**config.mk**
```make
export PLATFORM = sky130hd
export DESIGN_NAME = fetch_queue_flat
export DESIGN_NICKNAME = d
export VERILOG_FILES = /design/src/rtl/fetch_queue_pkg.sv /design/src/rtl/fetch_queue_if.sv /design/src/rtl/fetch_queue_storage.sv /design/src/rtl/fetch_queue.sv /design/src/flat_wrapper.sv
export SDC_FILE = /design/constraint.sdc
export NUM_CORES = 1
export LEC_CHECK = 0
export BUFFER_PORTS_ARGS = -buffer_cell sky130_fd_sc_hd__buf_2
export CAP_MARGIN = 5
export CORE_UTILIZATION = 50
export CTS_BUF_LIST = sky130_fd_sc_hd__clkbuf_2
export DETAILED_ROUTE_END_ITERATION = 6
export PLACE_DENSITY = 0.71
export SETUP_SLACK_MARGIN = 0.05
export SYNTH_ARGS = -nofsm -noshare
export SYNTH_HDL_FRONTEND = slang
export SYNTH_HIERARCHICAL = 1
export SYNTH_SLANG_ARGS = --single-unit
```
**constraint.sdc**
```tcl
create_clock -name clk -period 17.6 [get_ports clk]
set_input_delay 0.88 -clock clk [delete_from_list [all_inputs] [get_ports clk]]
set_output_delay 0.88 -clock clk [all_outputs]
set_load 0.005 [all_outputs]
```
**src/rtl/fetch_queue_pkg.sv**
```systemverilog
// Shared types and constants for the fetch -> decode prefetch queue.
package fetch_pkg;

    localparam logic [31:0] RESET_PC  = 32'h0000_3000;
    localparam logic [31:0] NOP_INSTR = 32'h0000_0000;

    typedef struct packed {
        logic [31:0] pc;
        logic [31:0] instr;
    } fetch_pair_t;

    // Value presented on the decode side whenever no entry is valid.
    localparam fetch_pair_t EMPTY_PAIR = '{pc: 32'h0, instr: NOP_INSTR};

endpackage

```
**src/rtl/fetch_queue_if.sv**
```systemverilog
// Fetch/decode handshake bundle for fetch_queue; master = fetch+decode side, slave = queue.
interface fetch_queue_if #(
    parameter int DEPTH = 4
);
    logic                     in_valid;
    logic [31:0]              in_pc;
    logic [31:0]              in_instr;
    logic                     in_ready;
    logic                     out_valid;
    logic [31:0]              out_pc;
    logic [31:0]              out_instr;
    logic                     out_ready;
    logic                     flush;
    logic [$clog2(DEPTH):0]   count;

    modport master (
        output in_valid, in_pc, in_instr, out_ready, flush,
        input  in_ready, out_valid, out_pc, out_instr, count
    );

    modport slave (
        input  in_valid, in_pc, in_instr, out_ready, flush,
        output in_ready, out_valid, out_pc, out_instr, count
    );
endinterface

```
**src/rtl/fetch_queue_storage.sv**
```systemverilog
// DEPTH-entry {pc, instr} register file: one synchronous write port, one async read port.
module fq_storage
    import fetch_pkg::*;
#(
    parameter int DEPTH = 4,
    parameter int AW    = $clog2(DEPTH)
) (
    input  logic          clk,
    input  logic          we,
    input  logic [AW-1:0] waddr,
    input  fetch_pair_t   wdata,
    input  logic [AW-1:0] raddr,
    output fetch_pair_t   rdata
);

    fetch_pair_t mem [DEPTH];

    // Contents are qualified by the owner's count, so no reset is needed here.
    always_ff @(posedge clk) begin
        if (we) mem[waddr] <= wdata;
    end

    assign rdata = mem[raddr];

endmodule

```
**src/rtl/fetch_queue.sv**
```systemverilog
// Instruction prefetch FIFO between fetch and decode.
// Optional FETCH_QUEUE_BYPASS_EN: zero-latency passthrough while the queue is empty.
module fetch_queue
    import fetch_pkg::*;
#(
    parameter int DEPTH = 4
) (
    input  logic          clk,
    input  logic          reset,
    fetch_queue_if.slave  q
);

    localparam int AW = $clog2(DEPTH);
    localparam int CW = AW + 1;

    logic [AW-1:0] wr_ptr, rd_ptr;
    logic [CW-1:0] count;
    fetch_pair_t   in_pair, rd_pair, out_pair;
    logic          full, empty, in_ready, out_valid;
    logic          push, pop, wr_en, rd_en;

    assign in_pair  = fetch_pair_t'({q.in_pc, q.in_instr});
    assign full     = (count == CW'(DEPTH));
    assign empty    = (count == '0);
    assign in_ready = !full;

`ifdef FETCH_QUEUE_BYPASS_EN
    always_comb begin
        out_valid = !empty;
        out_pair  = empty ? EMPTY_PAIR : rd_pair;
        if (empty && q.in_valid && !q.flush) begin
            out_valid = 1'b1;
            out_pair  = in_pair;
        end
    end
`else
    always_comb begin
        out_valid = !empty;
        out_pair  = empty ? EMPTY_PAIR : rd_pair;
    end
`endif

    assign push = q.in_valid & in_ready & !q.flush;
    assign pop  = out_valid & q.out_ready & !q.flush;

    // A pop while empty can only be a bypassed pair: it never touches storage.
    assign wr_en = push & !(empty & pop);
    assign rd_en = pop & !empty;

    always_ff @(posedge clk or negedge reset) begin
        if (!reset) begin
            wr_ptr <= '0;
            rd_ptr <= '0;
            count  <= '0;
        end else if (q.flush) begin
            wr_ptr <= '0;
            rd_ptr <= '0;
            count  <= '0;
        end else begin
            if (wr_en) wr_ptr <= wr_ptr + AW'(1);
            if (rd_en) rd_ptr <= rd_ptr + AW'(1);
            case ({wr_en, rd_en})
                2'b10:   count <= count + CW'(1);
                2'b01:   count <= count - CW'(1);
                default: count <= count;
            endcase
        end
    end

    fq_storage #(.DEPTH(DEPTH), .AW(AW)) u_storage (
        .clk   (clk),
        .we    (wr_en),
        .waddr (wr_ptr),
        .wdata (in_pair),
        .raddr (rd_ptr),
        .rdata (rd_pair)
    );

    assign q.in_ready  = in_ready;
    assign q.out_valid = out_valid;
    assign q.out_pc    = out_pair.pc;
    assign q.out_instr = out_pair.instr;
    assign q.count     = count;

endmodule

```
**src/flat_wrapper.sv**
```systemverilog
// flat-port wrapper written by rule: the top's interface ports become plain ports
module fetch_queue_flat import fetch_pkg::*;
#(
    parameter int DEPTH = 4
)
  (clk, reset, q_in_valid, q_in_pc, q_in_instr, q_out_ready, q_flush, q_in_ready, q_out_valid, q_out_pc, q_out_instr, q_count);
  fetch_queue_if #(.DEPTH(DEPTH)) q_i ();
  input  logic clk;
  input  logic reset;
  input wire logic [$bits(q_i.in_valid)-1:0] q_in_valid;
  input wire logic [$bits(q_i.in_pc)-1:0] q_in_pc;
  input wire logic [$bits(q_i.in_instr)-1:0] q_in_instr;
  input wire logic [$bits(q_i.out_ready)-1:0] q_out_ready;
  input wire logic [$bits(q_i.flush)-1:0] q_flush;
  output wire logic [$bits(q_i.in_ready)-1:0] q_in_ready;
  output wire logic [$bits(q_i.out_valid)-1:0] q_out_valid;
  output wire logic [$bits(q_i.out_pc)-1:0] q_out_pc;
  output wire logic [$bits(q_i.out_instr)-1:0] q_out_instr;
  output wire logic [$bits(q_i.count)-1:0] q_count;
  assign q_i.in_valid = q_in_valid;
  assign q_i.in_pc = q_in_pc;
  assign q_i.in_instr = q_in_instr;
  assign q_i.out_ready = q_out_ready;
  assign q_i.flush = q_flush;
  assign q_in_ready = q_i.in_ready;
  assign q_out_valid = q_i.out_valid;
  assign q_out_pc = q_i.out_pc;
  assign q_out_instr = q_i.out_instr;
  assign q_count = q_i.count;
  fetch_queue #(.DEPTH(DEPTH)) u_core (.clk(clk), .reset(reset), .q(q_i));
endmodule
```
## Word level (Yosys, flattened, before mapping)

Memory sizes are Yosys's and may differ from the RTL's.
Cells that the tools add are included.
W data, S select, Z words.

- Divide/modulo/power cells: 0
- Add/sub/neg operators: 4
- $lt $le $gt $ge: 0
- Shift-type cells: 0
- Eq/ne operators: 3
- Bitwise operators: 7
- Muxes and demuxes: 9
- Reduce and logical (&&, ||, !) cells: 8
- $mul: 0

Operators by type and width:

| kind | number |
|---|---|
| $mux W64 | 1 |
| $mux W2 | 4 |
| $and A1 B1 Y1 | 7 |
| $pmux W3 S2 | 1 |
| $add A2 B1 Y2 const B | 2 |
| $logic_not A1 Y1 | 4 |
| $reduce_bool A2 Y1 | 2 |
| $add A3 B1 Y3 const B | 1 |
| $eq A3 B3 Y1 const B | 1 |
| $logic_not A3 Y1 | 1 |
| $mux W3 | 1 |
| $reduce_bool A3 Y1 | 1 |
| $sub A3 B1 Y3 const B | 1 |
| $eq A2 B1 Y1 const B | 1 |
| $eq A2 B2 Y1 const B | 1 |
| $mux W1 | 2 |

- Latch bits: 0
- Bits of input ports: 69
- Memories kept: 1
- Memory bits (read-only): 0
- Bits in registers: 7
- Output and inout bits: 69
- RAM bits: 256

Memories:

| memory | depth | bits a word | read ports | clocked after Yosys merged registers in | write ports | line | source |
|---|---|---|---|---|---|---|---|
| u_core.u_storage.mem | 4 | 64 | 1 | 0 | 1 | fetch_queue_storage.sv:16 | `fetch_pair_t mem [DEPTH];` |

## Depth between registers and ports, before layout

- Depth in word-level cells: 10
- Depth in mapped cells: 8

## Cells and area by module

The synthesis kept the hierarchy.

Modules (own cells, without submodules):

| module | cells each | instances | seq. area each (um^2) | area an instance (um^2) |
|---|---|---|---|---|
| fq_storage | 338 | 1 | 7687.4 | 9341.5 |
| fetch_queue | 125 | 1 | 175.2 | 960.9 |

## Worst setup path after synthesis

Ideal clock, no wire load.

- Kind: input-to-reg
- From: in q_in_valid
- To: mem u_core/u_storage/mem[0][0] (netlist bit) (enable)
- Arrival: 6.080 ns
- Setup time: 0.578 ns
- Path slack: 10.943 ns
- Data required time: 17.022 ns
- Path buffers: 1
- Cell stages on the path: 4
- Cells stage by stage: buf_2 > inv_1 > nor3_1 > nor3b_1

- Cells in the longest elaborated chain, start to end: 5

Ends and longest elaborated chain:

| what | line | source |
|---|---|---|
| start, declared | flat_wrapper.sv:10 | `input wire logic [$bits(q_i.in_valid)-1:0] q_in_valid;` |
| $and A1 B1 Y1 (2 in a row) | fetch_queue.sv:43 | `assign push = q.in_valid & in_ready & !q.flush;` |
| $and A1 B1 Y1 | fetch_queue.sv:47 | `assign wr_en = push & !(empty & pop);` |
| via u_core.wr_en | fetch_queue.sv:20 | `logic push, pop, wr_en, rd_en;` |
| $mux W1 | fetch_queue_storage.sv:20 | `if (we) mem[waddr] <= wdata;` |
| $mux W1 (not written as such) | fetch_queue_storage.sv:20 |  |
| end, declared | fetch_queue_storage.sv:16 |  |

The timed path passes the listed nets, and every way through them passes these cells.

==> results.md <==
* Status: completed
* Routed WL per cell at 19.2 um
* Critical path endpoint category: output pin
* Max-slew violations at 0
* Power per Cell Area at 103 nW/um2
* Synth Area per Inst at 22.3 um2
* Worst path required time at 16.72 ns
* Layout Utilization at 57.6%
* First-pass GRT wire length at 28900 um
* Worst Path Buf+Inv at 2
* FFs w/ async S/R, synth at 2.66%
* Most used DFF post-synth: edfxtp_1
* Commonest non-fill, non-tap cells in the layout: 256 x edfxtp_1, 137 x buf_2, 92 x clkbuf_2
* Static leakage at 0.00411 uW
* Clock skew at 0.0343 ns
* DRC Markers at 0
* Layout Nets at 719
* Final WL at 18300 um
* Cells along the critical path: buf_4 > mux4_1 > and2_1 > buf_2
* CTS max path bufs at 3
* Num ports at 138
* Most common cell after layout, fill and taps aside: edfxtp_1
* Number of global-route vias before repair at 5490
* Dpl cells at 850
* Fmax at 0.246 GHz
* Setup Crit Path Kind: reg2out
* Drt pass-1 iters at 4
* H-tree levels at 3
* Layout cell share with drive strength beyond 1 at 45.1%
* Area of the multi-input gates at 2170 um2
* HPWL Detailed at 10300 um
* Port Buffer Count at 137
* Antenna-violating nets left at 0
* Largest net degree at the start of global routing at 66
* Total grt overflow at 0
* Clock Tree Root: clkbuf_2
* Syn_nets at 533
* Yosys warns at 6
* Number of synthesized flops with an enable pin at 256
* Die area at 21200 um2
* Slew @ Worst Pin at 1.03 ns
* Final std cells w/o fill at 953
* RSZ-0062 raised after global routing: no
* Vert. Die Dim at 146 um
* Worst endpoint data arrival time at 3.19 ns
* Period utilisation layout at 23.1%
* Die W at 146 um
* FP Rows at 52
* Setup Fix Bufs, Post-CTS at 0
* Sequential-to-total area share from yosys stat at 76.3%
* Total number of vias at 5064
* Filler Cells Inserted at 1574
* CTS tree: yes
* Antenna violations before repair at 3
* CP Max Fanout at 37
* GRT Total Usage at 18.2%
* Final Critical Period at 4.07 ns
* Hold Crit Class: in2reg
* Cell variety after synth at 39
* Crit start category: flop
* Clock transition at path regs at 0.09 ns
* Routability congestion estimate at 0.699
* Starting Density at 50.9%
* Iter 0 DRT Violations at 321
* Clk_lat worst skew at 0.75 ns
* Total Neg Setup Slack at 0 ns
* CTS Sinks at 263
* CTS buffer count at 66
* Synth-to-Final Area Change at 13.2%
* Yosys reg bits at 263
* Synthesized area at 10300 um2
* Final hold vios at 0
* VDD IR max at 47.3 uV
* Hold slack final at 0.342 ns
* Cell family with most CP delay: buffers and inverters
* Cells after synthesis at 463
* Number of vias per cell at 5.31
* Max incr delay on CP at 0.82 ns
* FF+latch area at 7870 um2
* Max cap viols at 0
* Max-slew headroom at 31.3%
* Final setup viols at 0
* Slowest-stage cell, CP: dfrtp_4
* Core area at 20200 um2
-- worst paths after layout --
path                                          startpoint                                    end  cells after the start  slack, ns
hold / removal                             q_in_instr[8]   u_core/u_storage/mem[2][8]$_DFFE_PP_                      1       0.34
hold reg to reg             u_core/wr_ptr[0]$_DFFE_PN0P_           u_core/wr_ptr[0]$_DFFE_PN0P_                      2       0.64
setup reg to reg           u_core/q.count[0]$_DFFE_PN0P_  u_core/u_storage/mem[2][37]$_DFFE_PP_                      4      14.87
max in group asynchronous                          reset           u_core/rd_ptr[0]$_DFFE_PN0P_                      2      16.87
min in group asynchronous                          reset          u_core/q.count[2]$_DFFE_PN0P_                      2       0.52
setup / recovery            u_core/rd_ptr[0]$_DFFE_PN0P_                         q_out_instr[1]                      4      13.53
-- state kept, by name (all words and copies together) (netlist names) --
signal,flops
u_core/rd_ptr,2
u_core/u_storage/mem,256
u_core/q.count,3
u_core/wr_ptr,2
-- layer usage --
layer  wire [um]  track usage, %  share of wire [%]
met1        7740            23.7                 42
met2        9010            29.2                 49
met3        1250            5.24                6.8
met4         283            7.21                1.5
met5          11               0              0.060
-- metrics by stage --
stage	cell area, um2	power, uW	setup WS [ns]
floorplan	10300	820	10.94
global placement	11100	857	14.16
detailed placement	11100	860	14.15
CTS	11700	1230	13.34
global route	11700	1270	13.19
finish	11700	1200	13.53
-- what timing repair did --
item                      4_1_cts  5_1_grt
gates resized for setup         0        0
hold endpoints to repair        7        0
hold buffers                    1        0
-- cells in the mapped netlist, types with 2 or more instances --
cell	number	area [um2]
nand3_1	3	15.0
o21ai_0	2	10.0
inv_1	4	15.0
buf_6	8	90.1
nor2_1	5	18.8
buf_12	6	120
edfxtp_1	256	7690
and2_1	64	400
o2111ai_1	2	17.5
nor3b_1	2	15.0
a211oi_1	2	15.0
xor2_1	2	17.5
nand2_1	2	7.51
mux4_2	60	1350
or3_1	2	12.5
buf_2	8	40.0
nor3_1	2	10.0
a21oi_1	2	10.0
dfrtp_1	7	175
mux4_1	4	105
and3b_1	2	17.5
-- power breakdown --
part | internal (uW) | total [uW] | switching [uW] | leakage [uW]
clock | 151 | 363 | 212 | 0.000410
sequential | 704 | 717 | 13.3 | 0.00241
combinational | 66.5 | 124 | 57.8 | 0.00128
total | 922 | 1200 | 283 | 0.00411
-- cell type report --
type                            instances  share of cell area [%]
Multi-Input combinational cell        170                    18.6
Clock inverter                          8                   0.483
Antenna cell                            2                  0.0429
Inverter                                4                   0.129
Tap cell                              270                    2.90
Clock buffer                           92                    3.95
Timing Repair Buffer                  144                    6.35
Sequential cell                       263                    67.5
-- worst reg2reg max path, cell delays in order (launching register included) --
cell	delay, ns
dfrtp_1	0.61
nor3b_2	0.12
nor3_1	0.38
and3b_4	0.59
buf_4	0.64
-- cell families (layout without fill, tap and decap cells) --
group	after synthesis	after routing	share of synthesized area, %
xor gates and xnor gates	3	3	0.255
muxes	66	66	14.4
other	0	2	0
DFF	263	263	76.3
buffers and inverters	30	248	2.77
and+or+nand+nor	87	87	5.19
AOI/OAI and AO/OA	13	13	0.923
adders and majority gates	1	1	0.194
No activity file was read; power rests on OpenSTA's default activity.
